File: src/rtl/mmio_pkg.sv
// Shared constants for the MMIO configuration register block: window base,
// register offsets, reset values and a byte-enable helper.
package mmio_pkg;

  localparam logic [31:0] CONF_BASE_DEF = 32'hBFAF_0000;

  localparam logic [15:0] LED_OFF     = 16'h0000;
  localparam logic [15:0] SWITCH_OFF  = 16'h0004;
  localparam logic [15:0] BTN_OFF     = 16'h0008;
  localparam logic [15:0] TIMER_OFF   = 16'h000C;
  localparam logic [15:0] COMPARE_OFF = 16'h0010;
  localparam logic [15:0] SCRATCH_OFF = 16'h0014;

  localparam logic [15:0] LED_RST     = '0;
  localparam logic [15:0] BTN_RST     = '0;
  localparam logic [31:0] TIMER_RST   = '0;
  localparam logic [31:0] COMPARE_RST = '0;
  localparam logic [31:0] SCRATCH_RST = '0;

  function automatic logic [31:0] byte_mask(input logic [3:0] be);
    return {{8{be[3]}}, {8{be[2]}}, {8{be[1]}}, {8{be[0]}}};
  endfunction

endpackage

File: src/rtl/btn_edge_sync.sv
// Two-flop synchronizer with optional rising-edge detector on the
// synchronized level (rise is a one-cycle pulse).
module btn_edge_sync #(
  parameter int unsigned W        = 16,
  parameter bit          EDGE_DET = 1'b1
) (
  input  logic         clk,
  input  logic         reset,
  input  logic [W-1:0] d,
  output logic [W-1:0] level,
  output logic [W-1:0] rise
);

  logic [W-1:0] meta;

  always_ff @(posedge clk) begin
    if (reset) begin
      meta  <= '0;
      level <= '0;
    end else begin
      meta  <= d;
      level <= meta;
    end
  end

  if (EDGE_DET) begin : g_edge
    logic [W-1:0] prev;
    always_ff @(posedge clk) begin
      if (reset) prev <= '0;
      else       prev <= level;
    end
    assign rise = level & ~prev;
  end else begin : g_no_edge
    assign rise = '0;
  end

endmodule

File: src/rtl/mmio_confreg.sv
// Configuration register window in front of the data RAM. The timer, compare
// register and irq exist only when CONFREG_TIMER_EN is defined.
module mmio_confreg
  import mmio_pkg::*;
#(
  parameter logic [31:0] CONF_BASE = CONF_BASE_DEF,
  parameter int unsigned TIMER_W   = 32
) (
  input  logic        clk,
  input  logic        reset,
  input  logic        cpu_en,
  input  logic [3:0]  cpu_wen,
  input  logic [31:0] cpu_addr,
  input  logic [31:0] cpu_wdata,
  output logic [31:0] cpu_rdata,
  output logic        ram_en,
  output logic [3:0]  ram_wen,
  output logic [31:0] ram_addr,
  output logic [31:0] ram_wdata,
  input  logic [31:0] ram_rdata,
  input  logic [15:0] switch,
  input  logic [15:0] btn_key,
  output logic [15:0] led,
  output logic        irq
);

  logic        hit, wr, rd;
  logic [15:0] off;
  logic [31:0] wmask;
  logic [15:0] sw_level, sw_rise_unused;
  logic [15:0] btn_level_unused, btn_rise;
  logic [15:0] btn_flags, btn_clr;
  logic [31:0] scratch;
  logic [31:0] timer_ext, compare_ext;
  logic [31:0] local_rd, rd_data;
  logic        rd_sel;

  assign hit   = cpu_en && (cpu_addr[31:16] == CONF_BASE[31:16]);
  assign off   = {cpu_addr[15:2], 2'b00};
  assign wr    = hit && (cpu_wen != '0);
  assign rd    = hit && (cpu_wen == '0);
  assign wmask = byte_mask(cpu_wen);

  assign ram_en    = hit ? 1'b0 : cpu_en;
  assign ram_wen   = hit ? '0 : cpu_wen;
  assign ram_addr  = cpu_addr;
  assign ram_wdata = cpu_wdata;

  btn_edge_sync #(.W(16), .EDGE_DET(1'b0)) u_sw_sync (
    .clk(clk), .reset(reset), .d(switch), .level(sw_level), .rise(sw_rise_unused)
  );

  btn_edge_sync #(.W(16), .EDGE_DET(1'b1)) u_btn_sync (
    .clk(clk), .reset(reset), .d(btn_key), .level(btn_level_unused), .rise(btn_rise)
  );

  assign btn_clr = (wr && off == BTN_OFF) ? (cpu_wdata[15:0] & wmask[15:0]) : '0;

  always_ff @(posedge clk) begin
    if (reset) begin
      led       <= LED_RST;
      btn_flags <= BTN_RST;
      scratch   <= SCRATCH_RST;
    end else begin
      if (wr && off == LED_OFF)
        led <= (led & ~wmask[15:0]) | (cpu_wdata[15:0] & wmask[15:0]);
      if (wr && off == SCRATCH_OFF)
        scratch <= (scratch & ~wmask) | (cpu_wdata & wmask);
      // A new edge overrides a simultaneous write-1-to-clear of the same bit.
      btn_flags <= (btn_flags & ~btn_clr) | btn_rise;
    end
  end

`ifdef CONFREG_TIMER_EN
  logic [TIMER_W-1:0] timer_q, compare_q;
  logic               irq_q;

  assign timer_ext   = 32'(timer_q);
  assign compare_ext = 32'(compare_q);
  assign irq         = irq_q;

  always_ff @(posedge clk) begin
    if (reset) begin
      timer_q   <= TIMER_W'(TIMER_RST);
      compare_q <= TIMER_W'(COMPARE_RST);
      irq_q     <= 1'b0;
    end else begin
      if (wr && off == TIMER_OFF)
        timer_q <= TIMER_W'((timer_ext & ~wmask) | (cpu_wdata & wmask));
      else
        timer_q <= timer_q + TIMER_W'(1);
      // Match uses the pre-write count; a COMPARE write clears irq over a match.
      if (wr && off == COMPARE_OFF) begin
        compare_q <= TIMER_W'((compare_ext & ~wmask) | (cpu_wdata & wmask));
        irq_q     <= 1'b0;
      end else if (timer_q == compare_q && compare_q != '0) begin
        irq_q <= 1'b1;
      end
    end
  end
`else
  assign timer_ext   = '0;
  assign compare_ext = '0;
  assign irq         = 1'b0;
`endif

  always_comb begin
    local_rd = '0;
    case (off)
      LED_OFF:     local_rd = {16'h0000, led};
      SWITCH_OFF:  local_rd = {16'h0000, sw_level};
      BTN_OFF:     local_rd = {16'h0000, btn_flags};
      TIMER_OFF:   local_rd = timer_ext;
      COMPARE_OFF: local_rd = compare_ext;
      SCRATCH_OFF: local_rd = scratch;
      default:     local_rd = '0;
    endcase
  end

  always_ff @(posedge clk) begin
    if (reset) begin
      rd_sel  <= 1'b0;
      rd_data <= '0;
    end else begin
      rd_sel <= rd;
      if (rd) rd_data <= local_rd;
    end
  end

  assign cpu_rdata = rd_sel ? rd_data : ram_rdata;

endmodule
File: config.mk
export PLATFORM = sky130hd
export DESIGN_NAME = mmio_confreg
export DESIGN_NICKNAME = d
export VERILOG_FILES = /design/src/rtl/mmio_pkg.sv /design/src/rtl/btn_edge_sync.sv /design/src/rtl/mmio_confreg.sv
export SDC_FILE = /design/constraint.sdc
export NUM_CORES = 1
export LEC_CHECK = 0
export BUFFER_PORTS_ARGS = -buffer_cell sky130_fd_sc_hd__buf_2
export CAP_MARGIN = 20
export CORE_MARGIN = 2
export CORE_UTILIZATION = 41
export CTS_CLUSTER_SIZE = 30
export DETAILED_ROUTE_END_ITERATION = 8
export GPL_ROUTABILITY_DRIVEN = 0
export PLACE_DENSITY = 0.67
export SLEW_MARGIN = 30
export SYNTH_ARGS = -nofsm -noshare
export SYNTH_HDL_FRONTEND = slang
export SYNTH_HIERARCHICAL = 1
export SYNTH_SLANG_ARGS = --single-unit
export TNS_END_PERCENT = 1
File: constraint.sdc
create_clock -name clk -period 3.2 [get_ports clk]
set_input_delay 0.16 -clock clk [delete_from_list [all_inputs] [get_ports clk]]
set_output_delay 0.16 -clock clk [all_outputs]
set_load 0.01 [all_outputs]
# ---- Word-level counts from Yosys, hierarchy flattened
# Cells that the tools add are included.
# W data, S select, Z words.
dict set report word_totals {
  inputBits 135
  word_cells 41
  out_inout_bits 118
  ff_bits 177
}
dict set report op_classes {
  n_reduce_logical 9
  n_mux 5
  eq_ne 4
  bitwise 13
}
# operator count
set op_table {}
lappend op_table {{$pmux W32 S4} 1}
lappend op_table {{$and A16 B16 Y16} 4}
lappend op_table {{$and A32 B32 Y32} 2}
lappend op_table {{$not A16 Y16} 3}
lappend op_table {{$mux W32} 1}
lappend op_table {{$not A32 Y32} 1}
lappend op_table {{$or A16 B16 Y16} 2}
lappend op_table {{$or A32 B32 Y32} 1}
lappend op_table {{$eq A16 B16 Y1 const B} 1}
lappend op_table {{$logic_not A16 Y1} 1}
lappend op_table {{$mux W16} 1}
lappend op_table {{$eq A14 B1 Y1 const B} 1}
lappend op_table {{$eq A14 B2 Y1 const B} 1}
lappend op_table {{$eq A14 B3 Y1 const B} 1}
lappend op_table {{$logic_and A1 B1 Y1} 6}
lappend op_table {{$logic_not A4 Y1} 1}
lappend op_table {{$mux W4} 1}
lappend op_table {{$reduce_bool A4 Y1} 1}
lappend op_table {{$mux W1} 1}

# ---- Logic depth before layout (Yosys ltp)
dict set report depth {
  word_depth 8
  mapped_depth 7
  mapped_depth_nobuf 4
}

# ---- Cells and area by module
# Netlist, hierarchy kept.
# mod seq_area_each_um2 cells_each n_inst area_each_um2
set modules_own_cells {}
lappend modules_own_cells {mmio_confreg 1941.9 570 1 5228.8}
lappend modules_own_cells {{btn_edge_sync at u_btn_sync} 960.9 117 1 1405.1}
lappend modules_own_cells {{btn_edge_sync at u_sw_sync} 640.6 84 1 987.2}

# ---- Worst setup path after synthesis
# OpenSTA, ideal clock, no wires.
dict set report synth_timing {
  path_type {input-to-reg}
  startpoint {in cpu_addr[30]}
  endpoint {reg (tool-made name)}
  t_required_ns 3.128
  t_arrival_ns 1.886
  stages 6
  setup_time_ns 0.072
  path_slack_ns 1.243
  path_buffers 2
  cell_sequence {nand4b_4 -> or4_4 -> buf_6 -> buf_6 -> nor4_4 -> mux2i_1}
}
# item line_no
set synth_rtl {}
lappend synth_rtl {{start: declaration} mmio_confreg.sv:13} ;# input logic [31:0] cpu_addr,

==> metrics.md <==
| Metric | Value |
|---|---|
| Status | `finished, final reports clean` |
| Total CTS buffers | `17` |
| GRT met2 Usage | `between 30% and 40%` |
| Vias in the first global route | `approximately 5500` |
| Worst skew pair latency | `approximately 0.43 ns` |
| Startpoint class of the critical path | `primary input` |
| Synthesized cell area | `7500 sq um` |
| Number of antenna violations at the first check in global routing | `0` |
| Crit path arrival time | `roughly 2.2 ns` |
| CTS H-tree lvls | `4` |
| Max-cap violations | `0` |
| Power Total | `~0.0048 W` |
| Post-CTS Setup Bufs | `0` |
| Power per standard cell area | `approximately 510 nW/um^2` |
| Detail Route Antenna Nets | `0` |
| IO Pins | `253` |
| CTS tree | `yes` |
| Syn_area_per_cell | `9.94 sq um` |
| Vias per cell | `just under 5` |
| Routed WL per cell | `approximately 16 um` |
| Synthesis-to-finish area growth | `25.6%` |
| GR peak layer | `met2` |
| First-pass GRT wire length | `between 20000 and 30000 um` |
| Synth warn | `6` |
| Antenna diodes | `0` |
| GRT Residual Overflow | `0` |
| CTS clk-pin slew, worst paths | `approximately 0.070 ns` |
| Final Net Count | `~1100` |
| Post-detailed-route DRC marker count | `0` |
| CP max FO | `20` |
| Slowest stage delay, CP | `between 0.6 and 0.7 ns` |
| Core Region | `18000 sq um` |
| Post-Route WL | `18600 um` |
| Post-layout minimum cycle time | `about 1.9 ns` |
| Via count | `5815` |
| Fin. Hold Viols | `0` |
| Overall fraction of global-route tracks in use | `approximately a fifth` |
| Worst Path Buf+Inv | `2` |
| Critical path's top delay family | `simple AND/OR/NAND/NOR gates` |
| Inst Count DP | `roughly 1100` |
| Root Driver | `clkbuf_16` |
| Chip height | `roughly 140 um` |
| Setup CP Type | `in -> reg` |
| DR pass1 iterations | `4` |
| Starting Density | `41.7%` |
| Die Width | `between 100 and 150 um` |
| Fmax | `518 MHz` |
| Multi-input logic area | `roughly 3200 sq um` |
| Final cycle utilization of the critical path | `between 60% and 70%` |
| RSZ-0062 raised after global routing | `false` |
| Clk_skew | `0.0105 ns` |
| Fillers | `around 1700` |
| Leakage | `around 4.0 nW` |
| Critical Path Slowest Stage Cell | `nand4_1` |
| CP cell instances | `buf_2 -> buf_4 -> nor4b_1 -> nand4_1 -> o31ai_1 -> a21oi_1` |
| Largest net degree at the start of global routing | `82` |
| Slew Viols, Final | `0` |
| Worst Tran Pin Value | `approximately 0.9 ns` |
| Met1 GRT Util | `between 20 and 25%` |
| Num rows | `49` |
| Final count of negative-setup-slack endpoints | `0` |
| Hold crit path type | `in -> reg` |
| Register Area | `about 3500 sq um` |
| DRT iter0 DRCs | `around 290` |
| DPL Wire Length | `approximately 13000 um` |
| CTS resizes | `0` |
| Peak supply drop | `0.473 mV` |
| CTS max path bufs | `2` |
| IO Port Bufs | `around 250` |
| Worst slew margin | `38.3%` |
| Synthesized net count | `around 900` |
| Setup_tns | `0 ns` |
| Gate count of the mapped netlist | `about 750` |
| WP data required | `3.48 ns` |
| Die area | `19400 sq um` |
| Fin cells | `approximately 1200` |
| Fraction of layout cells with a size suffix above 1 | `between 30% and 40%` |
| CTS Sinks | `about 180` |
| Met3 Usage GRT | `slightly below 5%` |
| Crit path capture type | `flip-flop` |
[timing repair]
item	4_1_cts	5_1_grt
endpoints found under the setup margin	0	0
hold endpoints to repair	43	0
hold buffers	43	0
[power by group]
part	switching, W	internal (W)
sequential	0.0000181	0.00226
clock	0.000914	0.00114
combinational	0.000229	0.000213
[metrics by stage]
| stage | hold WS [ns] | area [sq um] | setup slack [ns] | util, % |
|---|---|---|---|---|
| finish | 0.0113 | 9420 | 1.27 | 52.4 |
| global route | 0.00553 | 9420 | 1.05 | 52.4 |
| CTS | 0.00129 | 9420 | 1.29 | 52.4 |
| detailed placement | 0.320 | 8400 | 0.847 | 46.7 |
| global placement | 0.320 | 8400 | 0.911 | 46.7 |
| floorplan | 0.232 | 7500 | 1.24 | - |
[worst paths after layout]
path | from | slack [ns] | cells past startpoint | to
worst min register to register | u_sw_sync/meta[8] | 0.43 | 1 | u_sw_sync/level[8]
worst max register to register | flip-flop | 2.08 | 4 | rd_data[14]
worst min-delay path | cpu_wdata[22] | 0.01 | 3 | flip-flop
worst max-delay path | cpu_addr[3] | 1.27 | 6 | flip-flop
[cell type report]
cell class / count / share of cell area [%]
inverter: 5 / 0.199
timing repair buffer: 299 / 18.4
clock inverter: 13 / 1.47
clock buffer: 19 / 4.81
multi-input combinational: 459 / 34.4
sequential: 177 / 37.6
tap: 229 / 3.04
[layout by cell type (no fill, tap or decap), types with 3 or more instances in the layout]
cell type	count
inv_6	3
o31ai_1	16
mux2i_1	62
buf_2	246
inv_8	4
nor2b_1	97
nor4_2	3
a211oi_1	16
nand2_1	85
o22ai_1	15
buf_4	10
nor2_1	34
a21oi_1	18
dfxtp_1	177
mux2_2	33
a22o_1	32
nand3_1	3
nor4_4	7
clkbuf_16	17
dlygate4sd3_1	43
nand4_1	21
[worst min-delay path, delay by kind of cell]
| kind | cells | cell delay [ns] |
|---|---|---|
| and+or+nand+nor | 1 | 0.06 |
| buffers and inverters | 1 | 0.11 |
| muxes | 1 | 0.06 |
[metal layers]
| metal | share of wire, % | wire length, um |
|---|---|---|
| met4 | 1.0 | 194 |
| met3 | 5.9 | 1110 |
| met5 | 0 | 0 |
| met2 | 46 | 8660 |
| met1 | 47 | 8660 |
Note: power is estimated with default switching activity, not from simulation.
